File: src/rtl/axi4_write_region_pkg.sv
// Shared types and constants for the AXI4 write-side region decoder.
package axi4_write_region_pkg;

    typedef enum logic [2:0] {
        IDLE,
        FWD_AW,
        FWD_W,
        FWD_B,
        ERR_W,
        ERR_B
    } write_region_state_t;

    localparam logic [1:0] AXI_RESP_OKAY_C   = 2'b00;
    localparam logic [1:0] AXI_RESP_DECERR_C = 2'b11;

endpackage

File: src/rtl/axi4_addr_region_lookup.sv
// Combinational address-to-region priority match. Lowest matching index wins.
// Kept standalone so the read-side decoder can share it.
module axi4_addr_region_lookup
    import axi4_write_region_pkg::*;
#(
    parameter int ADDR_WIDTH_P    = 32,
    parameter int NR_OF_REGIONS_P = 1,
    parameter logic [NR_OF_REGIONS_P-1:0][ADDR_WIDTH_P-1:0] REGION_BASE_P = '0,
    parameter logic [NR_OF_REGIONS_P-1:0][ADDR_WIDTH_P-1:0] REGION_MASK_P = '0
)(
    input  logic [ADDR_WIDTH_P-1:0] i_addr,
    output logic                    o_hit,
    output logic [3:0]              o_region
);

    // Scan from the top index down so the lowest hitting region is left last.
    always_comb begin
        o_hit    = 1'b0;
        o_region = 4'd0;
        for (int i = NR_OF_REGIONS_P - 1; i >= 0; i--) begin
            if ((i_addr & REGION_MASK_P[i]) == REGION_BASE_P[i]) begin
                o_hit    = 1'b1;
                o_region = 4'(i);
            end
        end
    end

endmodule

File: src/rtl/axi4_write_region_decoder.sv
// AXI4 write front end: decodes AW against a region map, forwards mapped
// bursts with awregion, terminates unmapped bursts locally with DECERR.
// One outstanding transaction at a time.
module axi4_write_region_decoder
    import axi4_write_region_pkg::*;
#(
    parameter int AXI_ID_WIDTH_P   = 4,
    parameter int AXI_ADDR_WIDTH_P = 32,
    parameter int AXI_DATA_WIDTH_P = 32,
    parameter int AXI_STRB_WIDTH_P = 4,
    parameter int NR_OF_REGIONS_P  = 1,
    parameter logic [NR_OF_REGIONS_P-1:0][AXI_ADDR_WIDTH_P-1:0] REGION_BASE_P = '0,
    parameter logic [NR_OF_REGIONS_P-1:0][AXI_ADDR_WIDTH_P-1:0] REGION_MASK_P = '0
)(
    input  logic                        i_clk,
    input  logic                        i_rst,
    // master AW
    input  logic [AXI_ID_WIDTH_P-1:0]   i_mst_awid,
    input  logic [AXI_ADDR_WIDTH_P-1:0] i_mst_awaddr,
    input  logic [7:0]                  i_mst_awlen,
    input  logic [2:0]                  i_mst_awsize,
    input  logic [1:0]                  i_mst_awburst,
    input  logic                        i_mst_awvalid,
    output logic                        o_mst_awready,
    // master W
    input  logic [AXI_DATA_WIDTH_P-1:0] i_mst_wdata,
    input  logic [AXI_STRB_WIDTH_P-1:0] i_mst_wstrb,
    input  logic                        i_mst_wlast,
    input  logic                        i_mst_wvalid,
    output logic                        o_mst_wready,
    // master B
    output logic [AXI_ID_WIDTH_P-1:0]   o_mst_bid,
    output logic [1:0]                  o_mst_bresp,
    output logic                        o_mst_bvalid,
    input  logic                        i_mst_bready,
    // slave AW
    output logic [AXI_ID_WIDTH_P-1:0]   o_slv_awid,
    output logic [AXI_ADDR_WIDTH_P-1:0] o_slv_awaddr,
    output logic [7:0]                  o_slv_awlen,
    output logic [2:0]                  o_slv_awsize,
    output logic [1:0]                  o_slv_awburst,
    output logic [3:0]                  o_slv_awregion,
    output logic                        o_slv_awvalid,
    input  logic                        i_slv_awready,
    // slave W
    output logic [AXI_DATA_WIDTH_P-1:0] o_slv_wdata,
    output logic [AXI_STRB_WIDTH_P-1:0] o_slv_wstrb,
    output logic                        o_slv_wlast,
    output logic                        o_slv_wvalid,
    input  logic                        i_slv_wready,
    // slave B
    input  logic [AXI_ID_WIDTH_P-1:0]   i_slv_bid,
    input  logic [1:0]                  i_slv_bresp,
    input  logic                        i_slv_bvalid,
    output logic                        o_slv_bready,
    // status
    output logic [15:0]                 o_decerr_cnt,
    output logic                        o_wlast_err
);

    write_region_state_t r_state, w_state_nxt;

    logic                        r_init_done;
    logic [AXI_ID_WIDTH_P-1:0]   r_awid;
    logic [AXI_ADDR_WIDTH_P-1:0] r_awaddr;
    logic [7:0]                  r_awlen;
    logic [2:0]                  r_awsize;
    logic [1:0]                  r_awburst;
    logic [3:0]                  r_awregion;
    logic [7:0]                  r_beat_cnt;
    logic [15:0]                 r_decerr_cnt;
    logic                        r_wlast_err;

    logic       w_hit;
    logic [3:0] w_region;
    logic       w_aw_hs;
    logic       w_fwd_w_hs;

    axi4_addr_region_lookup #(
        .ADDR_WIDTH_P    (AXI_ADDR_WIDTH_P),
        .NR_OF_REGIONS_P (NR_OF_REGIONS_P),
        .REGION_BASE_P   (REGION_BASE_P),
        .REGION_MASK_P   (REGION_MASK_P)
    ) u_lookup (
        .i_addr   (i_mst_awaddr),
        .o_hit    (w_hit),
        .o_region (w_region)
    );

    // awready is only offered in IDLE after the first post-reset cycle.
    assign w_aw_hs    = (r_state == IDLE) && r_init_done && i_mst_awvalid;
    assign w_fwd_w_hs = (r_state == FWD_W) && i_mst_wvalid && i_slv_wready;

    // State register.
    always_ff @(posedge i_clk or posedge i_rst) begin
        if (i_rst) r_state <= IDLE;
        else       r_state <= w_state_nxt;
    end

    // Next-state logic; W phases follow wlast even if the beat count disagrees.
    always_comb begin
        w_state_nxt = r_state;
        case (r_state)
            IDLE:    if (w_aw_hs) w_state_nxt = w_hit ? FWD_AW : ERR_W;
            FWD_AW:  if (i_slv_awready) w_state_nxt = FWD_W;
            FWD_W:   if (w_fwd_w_hs && i_mst_wlast) w_state_nxt = FWD_B;
            FWD_B:   if (i_slv_bvalid && i_mst_bready) w_state_nxt = IDLE;
            ERR_W:   if (i_mst_wvalid && i_mst_wlast) w_state_nxt = ERR_B;
            ERR_B:   if (i_mst_bready) w_state_nxt = IDLE;
            default: w_state_nxt = IDLE;
        endcase
    end

    // Per-state handshake and pass-through muxing; everything idles at zero.
    always_comb begin
        o_mst_awready = 1'b0;
        o_mst_wready  = 1'b0;
        o_slv_wvalid  = 1'b0;
        o_slv_wdata   = '0;
        o_slv_wstrb   = '0;
        o_slv_wlast   = 1'b0;
        o_mst_bvalid  = 1'b0;
        o_mst_bid     = '0;
        o_mst_bresp   = AXI_RESP_OKAY_C;
        o_slv_bready  = 1'b0;
        case (r_state)
            IDLE:  o_mst_awready = r_init_done;
            FWD_W: begin
                o_mst_wready = i_slv_wready;
                o_slv_wvalid = i_mst_wvalid;
                o_slv_wdata  = i_mst_wdata;
                o_slv_wstrb  = i_mst_wstrb;
                o_slv_wlast  = i_mst_wlast;
            end
            FWD_B: begin
                o_mst_bvalid = i_slv_bvalid;
                o_mst_bid    = i_slv_bid;
                o_mst_bresp  = i_slv_bresp;
                o_slv_bready = i_mst_bready;
            end
            ERR_W: o_mst_wready = 1'b1;
            ERR_B: begin
                o_mst_bvalid = 1'b1;
                o_mst_bid    = r_awid;
                o_mst_bresp  = AXI_RESP_DECERR_C;
            end
            default: ;
        endcase
    end

    // Hold awready low for one cycle after reset release.
    always_ff @(posedge i_clk or posedge i_rst) begin
        if (i_rst) r_init_done <= 1'b0;
        else       r_init_done <= 1'b1;
    end

    // Capture AW fields and decoded region; slave AW is driven only from here.
    always_ff @(posedge i_clk or posedge i_rst) begin
        if (i_rst) begin
            r_awid     <= '0;
            r_awaddr   <= '0;
            r_awlen    <= '0;
            r_awsize   <= '0;
            r_awburst  <= '0;
            r_awregion <= '0;
        end else if (w_aw_hs) begin
            r_awid     <= i_mst_awid;
            r_awaddr   <= i_mst_awaddr;
            r_awlen    <= i_mst_awlen;
            r_awsize   <= i_mst_awsize;
            r_awburst  <= i_mst_awburst;
            r_awregion <= w_region;
        end
    end

    // Beat counter: flag any beat whose wlast disagrees with its position vs awlen.
    always_ff @(posedge i_clk or posedge i_rst) begin
        if (i_rst) begin
            r_beat_cnt  <= '0;
            r_wlast_err <= 1'b0;
        end else if (w_aw_hs) begin
            r_beat_cnt <= '0;
        end else if (w_fwd_w_hs) begin
            if (i_mst_wlast != (r_beat_cnt == r_awlen)) r_wlast_err <= 1'b1;
            r_beat_cnt <= r_beat_cnt + 8'd1;
        end
    end

    // Count unmapped bursts on entry to ERR_W, saturating.
    always_ff @(posedge i_clk or posedge i_rst) begin
        if (i_rst)
            r_decerr_cnt <= '0;
        else if (w_aw_hs && !w_hit && (r_decerr_cnt != 16'hFFFF))
            r_decerr_cnt <= r_decerr_cnt + 16'd1;
    end

    assign o_slv_awid     = r_awid;
    assign o_slv_awaddr   = r_awaddr;
    assign o_slv_awlen    = r_awlen;
    assign o_slv_awsize   = r_awsize;
    assign o_slv_awburst  = r_awburst;
    assign o_slv_awregion = r_awregion;
    assign o_slv_awvalid  = (r_state == FWD_AW);
    assign o_decerr_cnt   = r_decerr_cnt;
    assign o_wlast_err    = r_wlast_err;

endmodule

File: config.mk
export PLATFORM = sky130hd
export DESIGN_NAME = axi4_write_region_decoder
export DESIGN_NICKNAME = d
export VERILOG_FILES = /design/src/rtl/axi4_write_region_pkg.sv /design/src/rtl/axi4_addr_region_lookup.sv /design/src/rtl/axi4_write_region_decoder.sv
export SDC_FILE = /design/constraint.sdc
export NUM_CORES = 1
export LEC_CHECK = 0
export ABC_AREA = 1
export BUFFER_PORTS_ARGS = -buffer_cell sky130_fd_sc_hd__buf_2
export CAP_MARGIN = 20
export CORE_ASPECT_RATIO = 1.75
export CORE_UTILIZATION = 35
export CTS_CLUSTER_SIZE = 24
export DETAILED_ROUTE_END_ITERATION = 10
export HOLD_SLACK_MARGIN = 0.03
export PLACE_DENSITY = 0.81
export SKIP_CTS_REPAIR_TIMING = 1
export SLEW_MARGIN = 20
export SYNTH_ARGS = -nofsm -noshare
export SYNTH_HDL_FRONTEND = slang
export SYNTH_SLANG_ARGS = --single-unit
File: constraint.sdc
create_clock -name i_clk -period 2.6 [get_ports i_clk]
set_input_delay 0.52 -clock i_clk [delete_from_list [all_inputs] [get_ports i_clk]]
set_output_delay 0.52 -clock i_clk [all_outputs]
set_load 0.01 [all_outputs]
Word level (Yosys, flattened, before mapping)
Index checks and enable logic that the tools add are counted.
{ "op_classes": {"n_lt_le_gt_ge": 0, "n_div": 0, "reduce_logical": 11, "mux": 19, "shift": 0, "n_addsub": 1, "n_eq_ne": 13, "bitwise": 1, "n_mul": 0} }
{ "op_table": {"columns": ["op", "n"], "rows": [
  ["two-way mux 32 bit", 1],
  ["two-way mux 3 bit", 6],
  ["case mux 3 bit (6 select lines)", 1],
  ["two-way mux 8 bit", 2],
  ["adder 8 x 1 -> 8 bit (second input constant)", 1],
  ["== test 8 bit", 1],
  ["inequality test 2 bit (second input constant)", 4],
  ["case mux 4 bit (2 select lines)", 1],
  ["logical AND 1 bit", 7],
  ["== test 3 x 2 -> 1 bit (second input constant)", 2],
  ["== test 3 bit (second input constant)", 2],
  ["AND reduction 6 bit", 1],
  ["two-way mux 1 bit", 4],
  ["two-way mux 4 bit", 1],
  ["inequality test 2 x 1 -> 1 bit (second input constant)", 2],
  ["case mux 1 bit (2 select lines)", 2],
  ["case mux 2 bit (2 select lines)", 1],
  ["== test 3 x 1 -> 1 bit (second input constant)", 1],
  ["logical NOT 3 bit", 1],
  ["AND reduction 3 bit", 1],
  ["nonzero test 2 bit", 1],
  ["inequality test 1 bit", 1],
  ["inverter 1 bit", 1]
]} }
{ "totals": {"n_memories": 0, "latchBits": 0, "in_bits": 100, "output_inout_bits": 119, "mem_bits_rw": 0, "romBits": 0, "regBits": 62, "word_cells": 54} }

Depth between registers and ports, before layout
Gate-level depths: netlist of the first run.
{ "logic_depth": {"word_depth": 6, "depth_mapped": 9, "ltp_nobuf": 9} }

By module
Synthesis of the first run repeated with hierarchy kept, for this count alone.
{ "unflattened": {"cells_unflattened": 589, "area_unflattened_um2": 4287.9} }
{ "modules_own_cells": {"columns": ["mod", "cells_each", "area_each_um2", "instances", "seq_area_each_um2"], "rows": [
  ["axi4_write_region_decoder", 582, 4242.8, 1, 2052.0],
  ["axi4_addr_region_lookup", 7, 45.0, 1, 0.0]
]} }

Worst setup path after synthesis of the first run
OpenSTA, ideal clock, no wires.
{ "synth_timing": {"kind": "reg-to-output", "startpoint": "register r_state[0]", "endpoint": "output port o_slv_wdata[21]", "t_arrival_ps": 1126, "path_stages_with_launch": 6, "slack_ps": 954, "n_path_buf": 2, "cell_sequence": "dfrtp_1 -> inv_2 -> nand3_2 -> buf_2 -> buf_2 -> nor2_1"} }
{ "synth_via": {"elab_chain_len": 2} }
{ "synth_rtl": {"columns": ["item", "line", "text"], "rows": [
  ["start, declared", "axi4_write_region_decoder.sv:61", "write_region_state_t r_state, w_state_nxt;"],
  ["start signal, assigned", "axi4_write_region_decoder.sv:97", "else r_state <= w_state_nxt;"],
  ["== test 3 x 2 -> 1 bit", "axi4_write_region_decoder.sv:126", "case (r_state)"],
  ["two-way mux 32 bit", "axi4_write_region_decoder.sv:126", null],
  ["end, declared", "axi4_write_region_decoder.sv:46", "output logic [AXI_DATA_WIDTH_P-1:0] o_slv_wdata,"]
]} }
Every way passes these cells.

Worst setup path in the final report of the first run
{ "layout_timing": {"startpoint": "register r_state[0]", "endpoint": "output port o_slv_wdata[22]"} }
Same word-level chain as after synthesis.

==> impl_metrics.csv, run 1 <==
group,metric,value,unit
floorplan,fp.dieArea,9870,um^2
run_status,outcome,"finished, final reports clean",
layout,number_of_nets_in_the_layout,767,
clock_network,clock_path_buffers,2,
layout,fillCellCount,919,
critical_path,worstPathRequired,2.08,ns
floorplan,floorplan.core_area,9150,um^2
yosys,yosysTopAreaCell,"dfrtp_1",
route,average_wire_per_cell_in_the_routed_design,11.6,um
yosys,synth_cells,468,
critical_path,critical_path.top_delay_family,"buffers and inverters",
floorplan,boundaryPins,219,
grt,number_of_antenna_violations_at_the_first_check_in_global_routing,0,
critical_path,path_cells,"inv_2, nand3_2, buf_4, nor2_1, buf_2",
worst_hold_path,worstHoldPathType,"in -> async",
sta,slew_violations,0,
yosys,syn_area_per_cell,7.07,um^2
floorplan,die_w,75.5,um
sta,hold_ws,0.138,ns
grt,grt_first_pass_wirelength,13.4,mm
placement,detailed_place.area,4350,um^2
grt,grt_overflow,0,
sta,layout_min_cycle_time,2.16,ns
grt,number_of_global_route_vias_before_repair,2957,
route,viasPerCell,4.35,
layout,final_core_util,0.508,
critical_path,worst_r2r_startpoint,"r_state[0]",
floorplan,floorplan.die.height,131,um
sta,fin_setup_tns,0,ns
yosys,synth_area_leaders,"dfrtp_1, nand2_1, inv_1, nor2_1, buf_4",
job,maxCapViolations,0,
clock_network,h_tree_lvl_count,3,
power,power_per_cell_area,1030,nW/um^2
sta,final_critical_path_setup_slack,0.441,ns
layout,areaGrowthSynthToFinish,40.4,%
clock_network,clk-insertion-delay-late,0.32,ns
yosys,synth.yosys.warnings,0,
power,max-vdd-ir-drop,0.564,mV
clock_network,clk_pin_slew_worst_paths,0.05,ns
clock_network,cts-buffers-inserted,9,
grt,total_grt_usage,0.184,
route,dr.first_iter.drc_count,75,
placement,placement.io_buffers,198,
critical_path,setup.worst_path.start_class,"flop",
critical_path,crit_fanout,17,
floorplan,start_util,0.362,
placement,gp_routability_congestion,0.849,
yosys,synth_cell_types,23,
route,route.antenna.remaining_nets,0,
yosys,synth_top_cell_area_share,0.469,
critical_path,critPathLaunch,"r_state[0]",
layout,share_of_layout_cells_above_drive_strength_1,0.344,
route,detailroute.via_count,3443,
power,power,4.78,mW
critical_path,crit_path_max_incr_delay,0.43,ns
clock_network,cts_tree,"yes",
route,routed_wirelength,9.19,mm
layout,instances_no_fill,791,
sta,grt_setup_unrepaired,"no",
critical_path,timing.critical_path.to_type,"output port",
sta,post-route-period-util,0.830,
sta,finalSetupViolations,0,
critical_path,crit_slowest_cell,"dfrtp_1",
clock_network,numClockSinks,62,
critical_path,worst_path_arrival,1.64,ns
power,leakage,2.95,nW
placement,dpl.cell_count,775,
route,drcViolationCount,0,
placement,place_hpwl,7.14,mm
route,first_pass_iters,5,
floorplan,rows,46,
grt,grt_start_max_net_pins,51,
placement,preCtsSetupSlack,0.780,ns
sta,final_count_of_hold_timing_violations,0,
yosys,ys_seq_elements,62,
critical_path,critPathBufInv,3,
clock_network,cts_root_buf,"clkbuf_16",
yosys,mappedNetlistArea,3310,um^2
sta,fmax,463,MHz
layout,final_cell_area,4650,um^2
layout,antenna_cells,0,
critical_path,setup.worst_path.class,"reg -> out",
sta,finalClockSkew,0.00353,ns
yosys,synth_seq_area_share,0.469,
[synthesized netlist by cell type, drive strengths merged]
library cell and instances:
dfrtp 62, nand3 11, conb 2, a21oi 6
clkbuf 3, buf 32, inv 80, o22ai 5
nor2 56, o21ai 20, nor3 2, nand4 7
xnor2 3, nand2 178, ha 1
[cells in the final DEF (no fill, tap or decap), types with 7 or more instances in the layout]
cell and instances:
buf_2 198, clkbuf_16 9, conb_1 21, dfrtp_1 62
inv_1 73, inv_2 7, nand2_1 176, nand3_1 9
nand4_1 7, nor2_1 54, o21ai_0 20
[path summary, 6_finish.rpt]
| kind | to | slack, ns | cells after the start |
|---|---|---|---|
| min in group i_clk | o_slv_awaddr[30] | 0.39 | 3 |
| max | o_slv_wdata[22] | 0.44 | 5 |
| max in group asynchronous | o_slv_awid[3] | 1.91 | 3 |
| max reg2reg | r_beat_cnt[5] | 0.93 | 9 |
| min reg2reg | o_slv_awaddr[4] | 0.47 | 2 |
| min | o_slv_awaddr[9] | 0.14 | 2 |
[state kept, by name, summed over array words and instances (netlist names), 2 cells and up]
register / cells
o_slv_awaddr: 32
o_slv_awlen: 8
r_beat_cnt: 8
o_slv_awid: 4
o_slv_awsize: 3
r_state: 3
o_slv_awburst: 2
[cell type report]
type / instances / area, um^2 / area share
clock inverters: 3 / 42.5 / 0.00915
flip-flops and latches: 62 / 1550 / 0.334
repair buffers: 203 / 1050 / 0.227
inverters: 80 / 300 / 0.0646
clock buffers: 13 / 260 / 0.0560
well taps: 120 / 150 / 0.0323
multi-input cells: 310 / 1290 / 0.278
[kinds of logic after synthesis]
family / synth area share
AOI/OAI and AO/OA: 0.0499
xor gates and xnor gates: 0.00794
adders and majority gates: 0.00378
buffers and inverters: 0.163
DFF: 0.469
other: 0.00227
and+or+nand+nor: 0.304
[per-layer routing]
metal	wire, um	GRT usage	vias to the layer above
met4	198	0.0741	0
li1	-	-	1741
met5	0	0	-
met3	566	0.0330	15
met2	4910	0.341	167
met1	3520	0.199	1520
[where the power goes]
| group | internal (mW) | total, mW | switching, mW | leakage [nW] |
|---|---|---|---|---|
| sequential | 1.36 | 1.61 | 0.249 | 0.777 |
| combinational | 0.783 | 1.97 | 1.19 | 2.02 |
| clock | 0.792 | 1.19 | 0.397 | 0.146 |
| total | 2.94 | 4.78 | 1.84 | 2.95 |
No activity file was read; power rests on OpenSTA's default activity.
==> run 2, diff against run 1 <==
==> constraint.sdc (replaced) <==
create_clock -name i_clk -period 1.99 [get_ports i_clk]
set_input_delay 0.398 -clock i_clk [delete_from_list [all_inputs] [get_ports i_clk]]
set_output_delay 0.398 -clock i_clk [all_outputs]
set_load 0.01 [all_outputs]
==> run 2 against run 1 <==
Compared with the run above: die area is the same; clock-buffer cell count shrank 3; final area grew 0.30%; flip-flop and latch count is the same; setup slack lost 0.37 ns; via count grew 0.44%; critical path depth is the same; non-clock buffer count is the same.
==> impl_metrics.csv, run 2 (synthesis gave the netlist of run 1 again) <==
group,metric,value,unit
layout,fillCellCount,891,
critical_path,r2r-end,"r_beat_cnt[5]",
sta,fmax,522,MHz
layout,final_cell_area,4660,um^2
clock_network,numClockSinks,62,
grt,total_grt_usage,0.185,
job,maxCapViolations,0,
route,average_wire_per_cell_in_the_routed_design,11.7,um
critical_path,timing.critical_path.to_type,"output port",
power,power_frac_comb,0.421,
route,detailroute.via_count,3458,
sta,hold_ws,0.0822,ns
route,first_pass_iters,4,
layout,instances_no_fill,790,
sta,final_count_of_hold_timing_violations,0,
layout,layout_commonest_cell,"buf_2",
grt,grt_start_max_net_pins,47,
clock_network,h_tree_lvl_count,3,
clock_network,cts_root_buf,"clkbuf_16",
floorplan,start_util,0.362,
critical_path,setup.worst_path.start_class,"flop",
floorplan,fp.dieArea,9870,um^2
clock_network,clock_path_buffers,2,
layout,multiInputGateArea,1310,um^2
critical_path,worst-r2r-cell-count,9,
grt,number_of_global_route_vias_before_repair,2994,
placement,dpl.cell_count,775,
run_status,outcome,"finished, final reports clean",
grt,grt_first_pass_wirelength,13.4,mm
layout,share_of_layout_cells_above_drive_strength_1,0.352,
critical_path,worst_path_arrival,1.52,ns
floorplan,floorplan.die.height,131,um
floorplan,rows,46,
grt,number_of_antenna_violations_at_the_first_check_in_global_routing,0,
route,drcViolationCount,0,
layout,areaGrowthSynthToFinish,40.8,%
power,p_sw_frac,0.390,
grt,top_usage_layer,"met2",
critical_path,setup.worst_path.class,"reg -> out",
placement,detailed_place.area,4360,um^2
placement,place_hpwl,7.17,mm
placement,preCtsSetupSlack,0.392,ns
grt,use_met1,0.185,
layout,number_of_nets_in_the_layout,767,
sta,final_critical_path_setup_slack,0.0736,ns
power,internal_power,3.81,mW
floorplan,die_w,75.5,um
power,p_switching,2.44,mW
route,dr.first_iter.drc_count,90,
layout,antenna_cells,0,
critical_path,worst_r2r_startpoint,"r_state[0]",
sta,layout_min_cycle_time,1.92,ns
critical_path,worstPathRequired,1.59,ns
route,route.antenna.remaining_nets,0,
power,max-vdd-ir-drop,0.865,mV
clock_network,clk-insertion-delay-late,0.32,ns
sta,finalClockSkew,0.00501,ns
critical_path,worst-r2r-setup-slack,0.31,ns
sta,slew_violations,0,
layout,seqCellArea,1550,um^2
grt,grt_use_met3,0.0429,
worst_hold_path,worstHoldPathType,"in -> async",
power,power_per_cell_area,1340,nW/um^2
power,share_seq_of_total_power,0.341,
floorplan,floorplan.core_area,9150,um^2
power,clockPowerShare,0.238,
critical_path,crit_fanout,40,
placement,placement.io_buffers,198,
power,leakage,2.96,nW
sta,finalSetupViolations,0,
grt,grt_overflow,0,
clock_network,clk_pin_slew_worst_paths,0.05,ns
sta,post-route-period-util,0.963,
floorplan,boundaryPins,219,
route,viasPerCell,4.38,
clock_network,cts-buffers-inserted,9,
grt,grtUsageMet2,0.345,
clock_network,cts_tree,"yes",
route,routed_wirelength,9.22,mm
layout,layout_common_cells,"buf_2, nand2_1, inv_1, dfrtp_1, nor2_1",
layout,largest_register_ffs,32,
placement,gp_routability_congestion,0.852,
[run 2: worst max-delay path by stage]
| stage | startpoint | to | slack [ns] |
|---|---|---|---|
| finish | r_state[0] | o_slv_wstrb[2] | 0.07 |
| global route | r_state[0] | o_slv_wstrb[2] | -0.03 |
| CTS | r_state[2] | o_mst_bvalid | 0.05 |
| detailed placement | r_state[1] | r_beat_cnt[5] | 0.39 |
| global placement | r_state[1] | r_beat_cnt[5] | 0.42 |
| floorplan | i_rst | o_slv_awaddr[0] | 0.05 |
[run 2: cell type report]
cell class              count  area share
well taps                 120      0.0322
repair buffers            203       0.229
flip-flops and latches     62       0.333
inverters                  80      0.0644
clock inverters             5      0.0107
multi-input cells         310       0.280
clock buffers              10      0.0513
[run 2: worst max-delay path, stage by stage, from the launching register on]
cell	delay, ns
dfrtp_1	0.45
inv_2	0.13
nand3_2	0.12
buf_12	0.19
nor2_1	0.13
buf_2	0.15
[run 2: per-stage QoR]
stage                     setup TNS (ns)  utilization  total power, mW
after detailed placement               0        0.476             4.77
after floorplan                        0            -             3.67
after global routing             -0.0682        0.509             6.78
after CTS                              0        0.508             6.30
after global placement                 0        0.476             4.72
final                                  0        0.509             6.25
[run 2: power groups by stage]
| stage | clock, mW | combinational (mW) | sequential (mW) |
|---|---|---|---|
| final | 1.49 | 2.63 | 2.13 |
| after global routing | 1.58 | 3.00 | 2.20 |
| after CTS | 1.53 | 2.65 | 2.12 |
| after detailed placement | 0 | 2.65 | 2.12 |
| after global placement | 0 | 2.59 | 2.13 |
| after floorplan | 0 | 1.34 | 2.32 |
[run 2: per-layer routing]
layer	part of all wire	vias up
li1	-	1740
met1	0.35	1530
met4	0.019	0
met2	0.55	176
met3	0.078	12
met5	0	-
